### src/rtl/eth_pkg.sv
// Shared Ethernet TX definitions: arbiter state encoding and the frame
// timing defaults used by both the arbiter and the MAC.
package eth_pkg;

  typedef enum logic [1:0] {
    ST_IDLE  = 2'b00,
    ST_XFER  = 2'b01,
    ST_DRAIN = 2'b10,
    ST_IFG   = 2'b11
  } eth_state_e;

  localparam int ETH_IFG_CYCLES = 12;
  localparam int ETH_MAX_FRAME  = 1518;

endpackage

### src/rtl/eth_tx_arbiter_rr_pick.sv
// Round-robin picker: one-hot grant to the first set req bit at or above
// ptr, wrapping past the top index.
module rr_pick #(
  parameter int NUM_REQ = 2,
  parameter int PTR_W   = 1
) (
  input  logic [NUM_REQ-1:0] req,
  input  logic [PTR_W-1:0]   ptr,
  output logic [NUM_REQ-1:0] gnt,
  output logic               any
);

  logic found;

  // Outer loop walks priority order starting at ptr; inner loop maps it to a bit.
  always_comb begin
    gnt   = '0;
    found = 1'b0;
    for (int k = 0; k < NUM_REQ; k++) begin
      for (int i = 0; i < NUM_REQ; i++) begin
        if (!found && req[i] && (((int'(ptr) + k) % NUM_REQ) == i)) begin
          gnt[i] = 1'b1;
          found  = 1'b1;
        end
      end
    end
  end

  assign any = |req;

endmodule

### src/rtl/eth_tx_arbiter.sv
// Whole-frame round-robin arbiter in front of the MAC TX stream, with
// inter-frame gap insertion and oversize-frame truncation.
module eth_tx_arbiter
  import eth_pkg::*;
#(
  parameter int NUM_REQ    = 2,
  parameter int DATA_W     = 8,
  parameter int IFG_CYCLES = ETH_IFG_CYCLES,
  parameter int MAX_FRAME  = ETH_MAX_FRAME
) (
  input  logic                      clk,
  input  logic                      rst,
  input  logic [NUM_REQ-1:0]        s_valid,
  input  logic [NUM_REQ*DATA_W-1:0] s_data,
  input  logic [NUM_REQ-1:0]        s_last,
  output logic [NUM_REQ-1:0]        s_ready,
  output logic                      m_valid,
  output logic [DATA_W-1:0]         m_data,
  output logic                      m_last,
  input  logic                      m_ready,
  output logic                      m_abort,
  output logic [NUM_REQ-1:0]        grant,
  output logic                      busy
);

  localparam int PTR_W    = $clog2(NUM_REQ);
  localparam int CNT_W    = $clog2(MAX_FRAME + 1);
  localparam int IFG_W    = $clog2(IFG_CYCLES + 2);
  localparam int IFG_LAST = (IFG_CYCLES > 0) ? IFG_CYCLES - 1 : 0;

  eth_state_e state, state_n;
  logic [NUM_REQ-1:0] grant_n, pick_gnt;
  logic [PTR_W-1:0]   rr_ptr, rr_ptr_n, g, g_nxt;
  logic [CNT_W-1:0]   beat_cnt, beat_cnt_n;
  logic [IFG_W-1:0]   ifg_cnt, ifg_cnt_n;
  logic               pick_any, trunc, frame_done;
  logic [NUM_REQ-1:0][DATA_W-1:0] s_data_v;

  assign s_data_v = s_data;

  rr_pick #(.NUM_REQ(NUM_REQ), .PTR_W(PTR_W)) u_pick (
    .req (s_valid),
    .ptr (rr_ptr),
    .gnt (pick_gnt),
    .any (pick_any)
  );

  always_comb begin
    g = '0;
    for (int i = 0; i < NUM_REQ; i++)
      if (grant[i]) g = PTR_W'(i);
  end

  assign g_nxt  = (g == PTR_W'(NUM_REQ - 1)) ? '0 : g + PTR_W'(1);
  assign trunc  = (beat_cnt == CNT_W'(MAX_FRAME - 1));
  assign m_data = s_data_v[g];
  assign busy   = (state != ST_IDLE);

  always_comb begin
    state_n    = state;
    grant_n    = grant;
    rr_ptr_n   = rr_ptr;
    beat_cnt_n = beat_cnt;
    ifg_cnt_n  = ifg_cnt;
    frame_done = 1'b0;
    s_ready    = '0;
    m_valid    = 1'b0;
    m_last     = 1'b0;
    m_abort    = 1'b0;
    case (state)
      ST_IDLE: begin
        if (pick_any) begin
          state_n    = ST_XFER;
          grant_n    = pick_gnt;
          beat_cnt_n = '0;
        end
      end
      ST_XFER: begin
        s_ready[g] = m_ready;
        m_valid    = s_valid[g];
        if (s_valid[g]) begin
          m_last  = s_last[g] | trunc;
          m_abort = ~s_last[g] & trunc;
        end
        if (s_valid[g] && m_ready) begin
          beat_cnt_n = beat_cnt + CNT_W'(1);
          if (s_last[g])  frame_done = 1'b1;
          else if (trunc) state_n    = ST_DRAIN;
        end
      end
      // Truncated frame: swallow the remainder up to the source's own last beat.
      ST_DRAIN: begin
        s_ready[g] = 1'b1;
        if (s_valid[g] && s_last[g]) frame_done = 1'b1;
      end
      ST_IFG: begin
        if (ifg_cnt == IFG_W'(IFG_LAST)) state_n   = ST_IDLE;
        else                             ifg_cnt_n = ifg_cnt + IFG_W'(1);
      end
    endcase
    if (frame_done) begin
      grant_n   = '0;
      rr_ptr_n  = g_nxt;
      ifg_cnt_n = '0;
      if (IFG_CYCLES > 0) state_n = ST_IFG;
      else                state_n = ST_IDLE;
    end
  end

  always_ff @(posedge clk) begin
    if (!rst) begin
      state    <= ST_IDLE;
      grant    <= '0;
      rr_ptr   <= '0;
      beat_cnt <= '0;
      ifg_cnt  <= '0;
    end else begin
      state    <= state_n;
      grant    <= grant_n;
      rr_ptr   <= rr_ptr_n;
      beat_cnt <= beat_cnt_n;
      ifg_cnt  <= ifg_cnt_n;
    end
  end

endmodule

### config.mk
export PLATFORM = sky130hd
export DESIGN_NAME = eth_tx_arbiter
export DESIGN_NICKNAME = d
export VERILOG_FILES = /design/src/rtl/eth_pkg.sv /design/src/rtl/eth_tx_arbiter_rr_pick.sv /design/src/rtl/eth_tx_arbiter.sv
export SDC_FILE = /design/constraint.sdc
export NUM_CORES = 1
export LEC_CHECK = 0
export CAP_MARGIN = 20
export CORE_MARGIN = 2
export CORE_UTILIZATION = 41
export CTS_BUF_LIST = sky130_fd_sc_hd__clkbuf_4
export DETAILED_ROUTE_END_ITERATION = 10
export DONT_BUFFER_PORTS = 1
export GPL_ROUTABILITY_DRIVEN = 0
export PLACE_DENSITY = 0.61
export RECOVER_POWER = 100
export SETUP_SLACK_MARGIN = 0.2
export SYNTH_ARGS = -nofsm -noshare
export SYNTH_HDL_FRONTEND = slang
export SYNTH_SLANG_ARGS = --single-unit
### constraint.sdc
create_clock -name clk -period 4.15 [get_ports clk]
set_input_delay 0.83 -clock clk [delete_from_list [all_inputs] [get_ports clk]]
set_output_delay 0.83 -clock clk [all_outputs]
set_load 0.03 [all_outputs]
==> impl_metrics.tcl <==
set metrics [dict create \
    status "complete, no violations" \
    gr-usage-all-layers 0.165 \
    synth-main-ff-cell "dfxtp_1" \
    grt_max_degree 22 \
    post-route-period-util 0.753 \
    synth_edf_count 0 \
    final_util 0.454 \
    startpoint_type "register" \
    worst_setup_path_end_kind "output port" \
    drtAntennaViolNets 0 \
    share_comb_of_total_power 0.410 \
    p_int_uw 317 \
    critical_path_peak_fanout 16 \
    hold_viol 0 \
    die_y_um 58.6 \
    p_leak_nw 0.454 \
    netlist_top_cells_count "dfxtp_1, a21oi_1, nand2_1" \
    cts_tree "yes" \
    dpl.hpwl_um 2050 \
    slew_headroom 0.428 \
    synth_nets 177 \
    synth_cell_type_count 38 \
    cts.path.max_buffers 2 \
    slew_violations 0 \
    synthCells 147 \
    power_switching_uw 248 \
    placed_cells 174 \
    synth.most_common_cell "dfxtp_1" \
    seq_power_share 0.419 \
    via_count 1042 \
    num_io_pins 39 \
    clk_latency_ps 300 \
    rsz0062_at_grt "false" \
    p_total_uw 565 \
    crit_type "register to output port" \
    hold_path.class "register to register" \
    fin_crit_ps 3130 \
    wl_per_cell_um 14.8 \
    antenna_found_initial 0 \
    crit_arrival_ps 2300 \
    cap_violations 0 \
    numCtsBuffers 3 \
    nNetsFinal 178 \
    synth_area_sq_um 1220 \
    grt_overflow 0 \
    setup_viol 0 \
    routed_wirelength_um 2630 \
    dieArea_sq_um 3440 \
    skew_ps 9.96 \
    drt_iter0_drc 19 \
    io_buffers 0 \
    clockPowerShare 0.170 \
    fin_setup_tns_ps 0 \
    antenna_cells 0 \
    initial_core_util 0.436 \
    yosysTopAreaCell "dfxtp_1" \
    postCtsSetupBuffers 0 \
    synth-seq-area-share 0.327 \
    syn2layout_area_growth_pct 3.99 \
    tightest_slew_ps 856 \
    final_cell_area_sq_um 1270 \
    avgViaCountPerCell 5.85 \
    die-width_um 58.6 \
    post_dp_cell_area_sq_um 1250 \
    async_flop_share 0 \
    power_density_nw_per_um2 444 \
    rows 19 \
    ys_top_cells_by_area "dfxtp_1, mux2_2, ha_1" \
    synth-seq-cells 20 \
    clk_pin_slew_ps 120 \
    dr.pass1.iters 4 \
    cts_root_buf "clkbuf_4" \
    cts_resized 0 \
    layout-drive-gt1-share 0.0544 \
    h-tree-depth 1 \
    required_ps 3320 \
    holdBufCountCts 0 \
    ys.warnings.count 0 \
    cts_num_sinks 20 \
    grt_first_pass_wirelength_um 4460 \
    sw_frac_of_total 0.439 \
    synth_top_area_frac 0.327 \
    postSynthAreaPerCell_sq_um 8.32 \
    fmax_mhz 320 \
    grt_pass1_vias 1028 \
    peakVddDrop_mv 0.230 \
    instances_no_fill 178 \
    drc 0 \
    core_area_sq_um 2810 \
]
[sequential cells by signal, summed over array words and instances (netlist names)]
| signal | flops |
|---|---|
| beat_cnt | 11 |
| grant | 2 |
| ifg_cnt | 4 |
| rr_ptr | 1 |
| state | 2 |
[metal layers]
metal | wire length, um | track usage | share of wire | up-vias
met5 | 0 | 0 | 0 | -
met3 | 130 | 0.0374 | 0.049 | 0
met1 | 1170 | 0.205 | 0.45 | 484
met4 | 0 | 0.0390 | 0 | 0
li1 | - | - | - | 529
met2 | 1330 | 0.291 | 0.51 | 29
[cells by family after synthesis]
logic type,after synthesis,share of synthesized area
multiplexers,10,0.0900
flip-flops,20,0.327
XOR/XNOR,4,0.0286
buffers and inverters,14,0.0470
adder cells (fa/ha/maj),7,0.0716
AO/OA/AOI/OAI,36,0.185
AND/OR/NAND/NOR,56,0.251
[critical path, cell delays in order (launching register included)]
cell and delay [ps]:
dfxtp_1 900, mux2i_1 300, and4bb_2 280, nor2b_1 500
[worst paths after layout]
check                                start  slack (ps)  depth (start not counted)                         to
setup / recovery     grant[1]$_SDFFE_PP0P_        1020                          3                    m_abort
hold / removal    beat_cnt[8]$_SDFFE_PN0P_         490                          2   beat_cnt[8]$_SDFFE_PN0P_
setup reg to reg     grant[1]$_SDFFE_PP0P_        1700                          4  beat_cnt[10]$_SDFFE_PN0P_
hold reg to reg   beat_cnt[8]$_SDFFE_PN0P_         490                          2   beat_cnt[8]$_SDFFE_PN0P_
[cell usage in the layout (no fill, tap or decap), types with 3 or more instances in the layout]
master,n
dfxtp_1,20
a21oi_1,15
nand2_1,12
nor2_1,11
inv_1,9
mux2_1,8
ha_1,7
o21ai_0,6
nand3_1,5
or3_1,5
o31ai_1,4
or4_1,4
xor2_1,4
and2_0,3
nor2b_1,3
nand2b_1,3
clkbuf_4,3
[power groups by stage]
| stage | combinational [mW] | clock [mW] | sequential, mW |
|---|---|---|---|
| after detailed placement | 0.236 | 0 | 0.242 |
| after global routing | 0.260 | 0.107 | 0.240 |
| after floorplan | 0.211 | 0 | 0.231 |
| final | 0.232 | 0.0964 | 0.237 |
| after CTS | 0.237 | 0.0988 | 0.237 |
| after global placement | 0.231 | 0 | 0.240 |
[cell type report]
cell class                      instances  area, sq um
Clock inverter                          1         3.75
Fill cell                             289         1530
Clock buffer                            3         22.5
Multi-Input combinational cell        113          766
Sequential cell                        20          400
Timing Repair Buffer                    1         7.51
Inverter                                9         33.8
Tap cell                               31         38.8
[stage by stage]
stage | hold WS, ps | setup slack [ps]
floorplan | 448 | 1630
global placement | 461 | 1380
detailed placement | 482 | 1360
CTS | 497 | 998
global route | 537 | 881
finish | 493 | 1020
(Power assumes the default switching activity.)
